File: config.mk
export PLATFORM = sky130hd
export DESIGN_NAME = pong_ball_engine_flat
export DESIGN_NICKNAME = d
export VERILOG_FILES = /design/src/rtl/pong_ball_engine_if.sv /design/src/rtl/pong_ball_engine.sv /design/src/flat_wrapper.sv
export SDC_FILE = /design/constraint.sdc
export NUM_CORES = 1
export LEC_CHECK = 0
export BUFFER_PORTS_ARGS = -buffer_cell sky130_fd_sc_hd__clkbuf_2
export CORE_MARGIN = 4
export CORE_UTILIZATION = 60
export CTS_CLUSTER_SIZE = 8
export DETAILED_ROUTE_END_ITERATION = 10
export HOLD_SLACK_MARGIN = 0.05
export PLACE_DENSITY_LB_ADDON = 0.3
export SLEW_MARGIN = 25
export SYNTH_ARGS = -nofsm -noshare
export SYNTH_HDL_FRONTEND = slang
export SYNTH_SLANG_ARGS = --single-unit
export TNS_END_PERCENT = 50
File: constraint.sdc
create_clock -name clk -period 5.95 [get_ports clk]
set_clock_uncertainty 0.1 [all_clocks]
set_input_delay 0.8925 -clock clk [delete_from_list [all_inputs] [get_ports clk]]
set_output_delay 0.8925 -clock clk [all_outputs]
set_load 0.02 [all_outputs]
File: src/rtl/pong_ball_engine_if.sv
// Pixel-counter inputs and draw/game-state outputs of the pong ball engine.
// The engine uses the slave modport; the counter/colour side uses the master modport.
interface pong_ball_engine_if;
  logic [9:0] i_col;
  logic [9:0] i_row;
  logic       i_hsync;
  logic       i_vsync;
  logic       i_start;
  logic [9:0] i_paddle_y;
  logic       o_hsync;
  logic       o_vsync;
  logic       o_draw_ball;
  logic       o_draw_paddle;
  logic [9:0] o_ball_x;
  logic [9:0] o_ball_y;
  logic [1:0] o_state;
  logic       o_miss;

  modport slave (
    input  i_col, i_row, i_hsync, i_vsync, i_start, i_paddle_y,
    output o_hsync, o_vsync, o_draw_ball, o_draw_paddle,
           o_ball_x, o_ball_y, o_state, o_miss
  );

  modport master (
    output i_col, i_row, i_hsync, i_vsync, i_start, i_paddle_y,
    input  o_hsync, o_vsync, o_draw_ball, o_draw_paddle,
           o_ball_x, o_ball_y, o_state, o_miss
  );
endinterface

File: src/rtl/pong_ball_engine.sv
// Pong ball/paddle engine: per-frame game update plus registered draw strobes.
// Define PONG_SPEEDUP_EN to make each paddle hit raise the ball speed up to MAX_SPEED.
module pong_ball_engine #(
  parameter int ACTIVE_COL   = 640,
  parameter int ACTIVE_ROW   = 480,
  parameter int BALL_SIZE    = 8,
  parameter int PADDLE_X     = 16,
  parameter int PADDLE_W     = 8,
  parameter int PADDLE_H     = 64,
  parameter int SERVE_FRAMES = 60,
  parameter int INIT_SPEED   = 2,
  parameter int MAX_SPEED    = 6
) (
  input  logic              clk,
  input  logic              rst_n,
  pong_ball_engine_if.slave vga
);

  localparam logic [10:0] X_MAX    = 11'(ACTIVE_COL - BALL_SIZE);
  localparam logic [10:0] Y_MAX    = 11'(ACTIVE_ROW - BALL_SIZE);
  localparam logic [9:0]  X_CTR    = 10'((ACTIVE_COL - BALL_SIZE) / 2);
  localparam logic [9:0]  Y_CTR    = 10'((ACTIVE_ROW - BALL_SIZE) / 2);
  localparam logic [10:0] PAD_X0   = 11'(PADDLE_X);
  localparam logic [10:0] PAD_EDGE = 11'(PADDLE_X + PADDLE_W);
  localparam logic [10:0] PAD_H    = 11'(PADDLE_H);
  localparam logic [9:0]  PAD_YMAX = 10'(ACTIVE_ROW - PADDLE_H);
  localparam logic [10:0] BALL_S   = 11'(BALL_SIZE);
  localparam logic [10:0] COL_N    = 11'(ACTIVE_COL);
  localparam logic [10:0] ROW_N    = 11'(ACTIVE_ROW);
  localparam logic [7:0]  SERVE_N  = 8'(SERVE_FRAMES);
  localparam logic [2:0]  SPD_MAX  = 3'(MAX_SPEED);
  localparam logic [2:0]  SPD_INIT = (INIT_SPEED > MAX_SPEED) ? SPD_MAX : 3'(INIT_SPEED);

  typedef enum logic [1:0] {IDLE = 2'd0, SERVE = 2'd1, PLAY = 2'd2, MISS = 2'd3} state_t;

  state_t      state, state_nxt;
  logic [9:0]  ball_x, ball_x_nxt, ball_y, ball_y_nxt;
  logic        dx, dx_nxt, dy, dy_nxt;
  logic [7:0]  serve_cnt, serve_cnt_nxt;
  logic        miss, miss_nxt;
  logic [9:0]  paddle_y, row_prev;
  logic        tick;
  logic [10:0] spd, x_cur, y_cur, pad_cur, col_cur, row_cur, x_mv, y_mv;
  logic        dx_mv, dy_mv, lost;
  logic        in_ball, in_paddle;
  logic        hsync_p1, vsync_p1, draw_ball_p1, draw_paddle_p1;
`ifdef PONG_SPEEDUP_EN
  logic [2:0]  speed, speed_nxt, spd_mv;
`else
  localparam logic [2:0] speed = SPD_INIT;
`endif

  // First clk of vertical blanking
  assign tick    = (vga.i_row == 10'(ACTIVE_ROW)) && (row_prev != 10'(ACTIVE_ROW));
  assign spd     = {8'd0, speed};
  assign x_cur   = {1'b0, ball_x};
  assign y_cur   = {1'b0, ball_y};
  assign pad_cur = {1'b0, paddle_y};
  assign col_cur = {1'b0, vga.i_col};
  assign row_cur = {1'b0, vga.i_row};

  always_comb begin : move
    y_mv  = y_cur;
    dy_mv = dy;
    x_mv  = x_cur;
    dx_mv = dx;
    lost  = 1'b0;
`ifdef PONG_SPEEDUP_EN
    spd_mv = speed;
`endif
    if (dy) begin
      if (y_cur + spd >= Y_MAX) begin
        y_mv  = Y_MAX;
        dy_mv = 1'b0;
      end else begin
        y_mv  = y_cur + spd;
      end
    end else if (y_cur <= spd) begin
      y_mv  = 11'd0;
      dy_mv = 1'b1;
    end else begin
      y_mv  = y_cur - spd;
    end
    if (dx) begin
      if (x_cur + spd >= X_MAX) begin
        x_mv  = X_MAX;
        dx_mv = 1'b0;
      end else begin
        x_mv  = x_cur + spd;
      end
    end else if (x_cur <= PAD_EDGE + spd) begin
      // Paddle overlap judged on the pre-move row; a miss leaves x where it is
      if ((y_cur + BALL_S > pad_cur) && (y_cur < pad_cur + PAD_H)) begin
        x_mv  = PAD_EDGE;
        dx_mv = 1'b1;
`ifdef PONG_SPEEDUP_EN
        spd_mv = (speed < SPD_MAX) ? speed + 3'd1 : SPD_MAX;
`endif
      end else begin
        lost = 1'b1;
      end
    end else begin
      x_mv = x_cur - spd;
    end
  end

  always_comb begin : fsm
    state_nxt     = state;
    ball_x_nxt    = ball_x;
    ball_y_nxt    = ball_y;
    dx_nxt        = dx;
    dy_nxt        = dy;
    serve_cnt_nxt = serve_cnt;
    miss_nxt      = 1'b0;
`ifdef PONG_SPEEDUP_EN
    speed_nxt     = speed;
`endif
    case (state)
      IDLE: if (vga.i_start) begin
        state_nxt     = SERVE;
        serve_cnt_nxt = SERVE_N;
      end
      SERVE: if (tick) begin
        serve_cnt_nxt = serve_cnt - 8'd1;
        if (serve_cnt == 8'd1) state_nxt = PLAY;
      end
      PLAY: if (tick) begin
        ball_x_nxt = x_mv[9:0];
        ball_y_nxt = y_mv[9:0];
        dx_nxt     = dx_mv;
        dy_nxt     = dy_mv;
`ifdef PONG_SPEEDUP_EN
        speed_nxt  = spd_mv;
`endif
        if (lost) begin
          state_nxt = MISS;
          miss_nxt  = 1'b1;
        end
      end
      MISS: begin
        ball_x_nxt = X_CTR;
        ball_y_nxt = Y_CTR;
        dx_nxt     = 1'b1;
`ifdef PONG_SPEEDUP_EN
        speed_nxt  = SPD_INIT;
`endif
        if (tick) begin
          state_nxt     = SERVE;
          serve_cnt_nxt = SERVE_N;
        end
      end
      default: state_nxt = IDLE;
    endcase
  end

  always_ff @(posedge clk) begin
    if (!rst_n) begin
      state     <= IDLE;
      ball_x    <= X_CTR;
      ball_y    <= Y_CTR;
      dx        <= 1'b1;
      dy        <= 1'b1;
      serve_cnt <= 8'd0;
      miss      <= 1'b0;
      paddle_y  <= 10'd0;
      row_prev  <= 10'd0;
`ifdef PONG_SPEEDUP_EN
      speed     <= SPD_INIT;
`endif
    end else begin
      state     <= state_nxt;
      ball_x    <= ball_x_nxt;
      ball_y    <= ball_y_nxt;
      dx        <= dx_nxt;
      dy        <= dy_nxt;
      serve_cnt <= serve_cnt_nxt;
      miss      <= miss_nxt;
      row_prev  <= vga.i_row;
`ifdef PONG_SPEEDUP_EN
      speed     <= speed_nxt;
`endif
      if (tick) paddle_y <= (vga.i_paddle_y > PAD_YMAX) ? PAD_YMAX : vga.i_paddle_y;
    end
  end

  assign in_ball   = (state != MISS) &&
                     (col_cur >= x_cur) && (col_cur < x_cur + BALL_S) &&
                     (row_cur >= y_cur) && (row_cur < y_cur + BALL_S) &&
                     (col_cur < COL_N) && (row_cur < ROW_N);
  assign in_paddle = (col_cur >= PAD_X0) && (col_cur < PAD_EDGE) &&
                     (row_cur >= pad_cur) && (row_cur < pad_cur + PAD_H) &&
                     (col_cur < COL_N) && (row_cur < ROW_N);

  // Pixel stage p1: strobes and syncs leave together one clk after the counters
  always_ff @(posedge clk) begin
    if (!rst_n) begin
      hsync_p1       <= 1'b1;
      vsync_p1       <= 1'b1;
      draw_ball_p1   <= 1'b0;
      draw_paddle_p1 <= 1'b0;
    end else begin
      hsync_p1       <= vga.i_hsync;
      vsync_p1       <= vga.i_vsync;
      draw_ball_p1   <= in_ball;
      draw_paddle_p1 <= in_paddle;
    end
  end

  assign vga.o_hsync       = hsync_p1;
  assign vga.o_vsync       = vsync_p1;
  assign vga.o_draw_ball   = draw_ball_p1;
  assign vga.o_draw_paddle = draw_paddle_p1;
  assign vga.o_ball_x      = ball_x;
  assign vga.o_ball_y      = ball_y;
  assign vga.o_state       = state;
  assign vga.o_miss        = miss;

endmodule

File: src/flat_wrapper.sv
// flat-port wrapper written by rule: the top's interface ports become plain ports
module pong_ball_engine_flat 
#(
  parameter int ACTIVE_COL   = 640,
  parameter int ACTIVE_ROW   = 480,
  parameter int BALL_SIZE    = 8,
  parameter int PADDLE_X     = 16,
  parameter int PADDLE_W     = 8,
  parameter int PADDLE_H     = 64,
  parameter int SERVE_FRAMES = 60,
  parameter int INIT_SPEED   = 2,
  parameter int MAX_SPEED    = 6
)
  (clk, rst_n, vga_i_col, vga_i_row, vga_i_hsync, vga_i_vsync, vga_i_start, vga_i_paddle_y, vga_o_hsync, vga_o_vsync, vga_o_draw_ball, vga_o_draw_paddle, vga_o_ball_x, vga_o_ball_y, vga_o_state, vga_o_miss);
  pong_ball_engine_if vga_i ();
  input  logic clk;
  input  logic rst_n;
  input wire logic [$bits(vga_i.i_col)-1:0] vga_i_col;
  input wire logic [$bits(vga_i.i_row)-1:0] vga_i_row;
  input wire logic [$bits(vga_i.i_hsync)-1:0] vga_i_hsync;
  input wire logic [$bits(vga_i.i_vsync)-1:0] vga_i_vsync;
  input wire logic [$bits(vga_i.i_start)-1:0] vga_i_start;
  input wire logic [$bits(vga_i.i_paddle_y)-1:0] vga_i_paddle_y;
  output wire logic [$bits(vga_i.o_hsync)-1:0] vga_o_hsync;
  output wire logic [$bits(vga_i.o_vsync)-1:0] vga_o_vsync;
  output wire logic [$bits(vga_i.o_draw_ball)-1:0] vga_o_draw_ball;
  output wire logic [$bits(vga_i.o_draw_paddle)-1:0] vga_o_draw_paddle;
  output wire logic [$bits(vga_i.o_ball_x)-1:0] vga_o_ball_x;
  output wire logic [$bits(vga_i.o_ball_y)-1:0] vga_o_ball_y;
  output wire logic [$bits(vga_i.o_state)-1:0] vga_o_state;
  output wire logic [$bits(vga_i.o_miss)-1:0] vga_o_miss;
  assign vga_i.i_col = vga_i_col;
  assign vga_i.i_row = vga_i_row;
  assign vga_i.i_hsync = vga_i_hsync;
  assign vga_i.i_vsync = vga_i_vsync;
  assign vga_i.i_start = vga_i_start;
  assign vga_i.i_paddle_y = vga_i_paddle_y;
  assign vga_o_hsync = vga_i.o_hsync;
  assign vga_o_vsync = vga_i.o_vsync;
  assign vga_o_draw_ball = vga_i.o_draw_ball;
  assign vga_o_draw_paddle = vga_i.o_draw_paddle;
  assign vga_o_ball_x = vga_i.o_ball_x;
  assign vga_o_ball_y = vga_i.o_ball_y;
  assign vga_o_state = vga_i.o_state;
  assign vga_o_miss = vga_i.o_miss;
  pong_ball_engine #(.ACTIVE_COL(ACTIVE_COL), .ACTIVE_ROW(ACTIVE_ROW), .BALL_SIZE(BALL_SIZE), .PADDLE_X(PADDLE_X), .PADDLE_W(PADDLE_W), .PADDLE_H(PADDLE_H), .SERVE_FRAMES(SERVE_FRAMES), .INIT_SPEED(INIT_SPEED), .MAX_SPEED(MAX_SPEED)) u_core (.clk(clk), .rst_n(rst_n), .vga(vga_i));
endmodule
==> results.ini <==
[worst_setup_path]
startpoint=u_core.vga.o_ball_y[3]
cp.required_ns=6.01
reg2reg_from=u_core.vga.o_ball_y[3]
critPathMaxFanout=14
worstSetupPathType=register to register
critPathArrivalTime_ns=3.79
end_kind=register
worstSetupStartpointType=register

[floorplanning]
coreArea_um2=8180
io_pins=62
initial_core_util_pct=61.1
die_h_um=99.2
die-area_um2=9850
die_w_um=99.2
row_count=33

[clocking]
cts.path.max_buffers=2
cts_setup_buffers=0
cts.hold.buffers_added=0
cts_root_buf=clkbuf_8
cts.repair.resized=0
cts_tree=built
clk_pin_slew_ns=0.10
cts_made_buffers=5
clock_latency_ns=0.32
clock-sinks=55
htreeDepth=2

[routing]
via_per_inst=6.39
wl_per_cell_um=17.1
drt_iter0_drc=250
drc_errors=0
drtPass1Iterations=5
drtAntennaViolNets=0
via_count=4885
finalWirelength_mm=13.0

[power]
max-vdd-ir-drop_v=0.000121
cellPowerDensity_nw_per_um2=194
finalPower_mw=1.04
leakage_nw=2.21

[timing]
holdWs_ns=0.376
rsz0062_at_grt=false
slew_headroom_pct=40.0
period_minus_slack_ns=3.73
post-route-period-util_pct=62.7
clock.fmax_ghz=0.268
final_max_slew_viol_count=0
setup_violations=0
fin_tns_setup_ns=0
hold_viol=0
worst_slew_pin_slew_ns=0.891

[place]
port-buffer-count=58
gp_congestion=0.946
dp_hpwl_mm=10.1

[grt]
grt_max_degree=34
overflow=0
grt_pass1_vias=4819
grt_pass1_wl_mm=22.4
antenna_found_initial=0
grt_usage_pct=27.1

[logic_synthesis]
synth_top_cell_area_share_pct=22.0
synthTopCellsByArea=dfxtp_1 (22%), ha_1 (20%), a21oi_1 (4.1%), xnor2_1 (3.7%), inv_1 (3.5%)
yosysTopAreaCell=dfxtp_1
synth.distinct_cells=77
async_reset_ff_share_pct=0
synth_edf_count=0
yosys_most_used_dff=dfxtp_1
synth.avg_cell_area_um2=8.05
synth_seq_area_share_pct=22.0
synth_warnings=0
synth-seq-cells=55
syn_inst=620
syn_area_um2=4990

[job]
max_cap_viol_count=0

[outcome]
status=completed

[worst_hold_path]
hold_path_startpoint=u_core.serve_cnt[1]
hold_path.class=register to register

[finish]
syn_to_final_growth_pct=7.64
drive_gt1_share_pct=12.6
layout.nets=772

==> synth_stat cells (3+ instances only) <==
cell type and n:
or4_1 4, a41oi_1 3, nand2_1 32, a2111oi_0 3, a21o_1 10, nor2_1 40
o21ai_0 30, o21a_1 14, a22oi_1 7, and2_1 11, a21oi_1 41, mux2i_1 3
and3_1 4, or3_1 6, o31ai_1 3, a211oi_1 12, o2111ai_1 4, nand3b_1 4
nor4_1 10, nand4_1 5, and4_1 5, buf_2 11, nand2b_1 12, o32a_1 3
dfxtp_1 55, nand3_1 21, a221oi_1 5, o31a_1 3, xnor2_1 21, inv_1 47
nor2b_1 7, nor3_1 22, o221ai_1 3, o22ai_1 6, clkbuf_1 13, ha_1 79
a31oi_1 7
==> path summary, 6_finish.rpt <==
| path | end | slack [ns] | cells past startpoint |
|---|---|---|---|
| max | u_core.vga.o_ball_x[8] | 2.22 | 11 |
| min | u_core.serve_cnt[1] | 0.38 | 2 |
| max reg2reg | u_core.vga.o_ball_x[8] | 2.22 | 11 |
| min reg2reg | u_core.serve_cnt[1] | 0.38 | 2 |
==> logic make-up after synthesis <==
kind of cell	after synthesis	share of synthesized area (%)
AOI/OAI and AO/OA	180	25.0
xor gates and xnor gates	23	4.03
adders and majority gates	79	19.8
buffers and inverters	79	6.69
DFF	55	22.0
muxes	3	0.601
other	1	0.0751
and+or+nand+nor	200	21.7
==> cells in the final DEF (no fill, tap or decap), types with 10 or more instances in the layout <==
| cell | instances |
|---|---|
| ha_1 | 79 |
| clkbuf_2 | 58 |
| dfxtp_1 | 55 |
| inv_1 | 47 |
| a21oi_1 | 41 |
| nor2_1 | 40 |
| nand2_1 | 32 |
| o21ai_0 | 30 |
| nor3_1 | 22 |
| nand3_1 | 21 |
| xnor2_1 | 21 |
| o21a_1 | 14 |
| nand2b_1 | 12 |
| a211oi_1 | 12 |
| and2_1 | 11 |
| nor4_1 | 10 |
| a21o_1 | 10 |
==> where the power goes <==
part / internal, mW / switching [mW]
Combinational: 0.160 / 0.220
Clock: 0.0823 / 0.129
Sequential: 0.404 / 0.0484
Total: 0.646 / 0.398
==> worst max-delay path, stage by stage (launching register included) <==
cell and delay (ns):
dfxtp_1 0.63, inv_1 0.26, nor3_1 0.32, xnor2_1 0.15, ha_1 0.34, nand3_1 0.09
nor4b_1 0.43, o21a_1 0.22, a41oi_2 0.06, a211o_2 0.42, a21oi_1 0.39, o221ai_1 0.17
==> flip-flops by register name, indices dropped and copies added (netlist names) <==
register                  count
u_core.vga.o_vsync            1
u_core.dy                     1
u_core.row_prev              10
u_core.vga.o_draw_ball        1
u_core.serve_cnt              8
u_core.vga.o_state            2
u_core.vga.o_hsync            1
u_core.dx                     1
u_core.vga.o_miss             1
u_core.vga.o_ball_x           9
u_core.paddle_y              10
u_core.vga.o_ball_y           9
u_core.vga.o_draw_paddle      1
==> final cells by class <==
cell class | count | area, um^2
diodes | 1 | 2.50
clock buffers | 5 | 68.8
clock inverters | 3 | 20.0
fillers | 700 | 2800
inverters | 49 | 184
multi-input cells | 487 | 3560
flip-flops and latches | 55 | 1100
well taps | 105 | 131
repair buffers | 60 | 305
==> per-stage QoR <==
step	cell area, um^2	setup slack (ns)	cells	util, %
final	5380	2.22	765	65.7
after CTS	5370	2.31	764	65.7
after detailed placement	5280	2.35	756	64.6
after floorplan	5000	2.73	621	-
after global routing	5370	2.08	764	65.7
after global placement	5280	2.45	756	64.6
==> per-layer routing <==
layer | up-vias | global-route usage [%] | routed length [um]
li1 | 2364 | - | -
met1 | 2292 | 35.2 | 5670
met2 | 208 | 46.9 | 6300
met3 | 21 | 3.51 | 859
met4 | 0 | 7.77 | 217
met5 | - | 0 | 0
No activity file was read; power rests on OpenSTA's default activity.
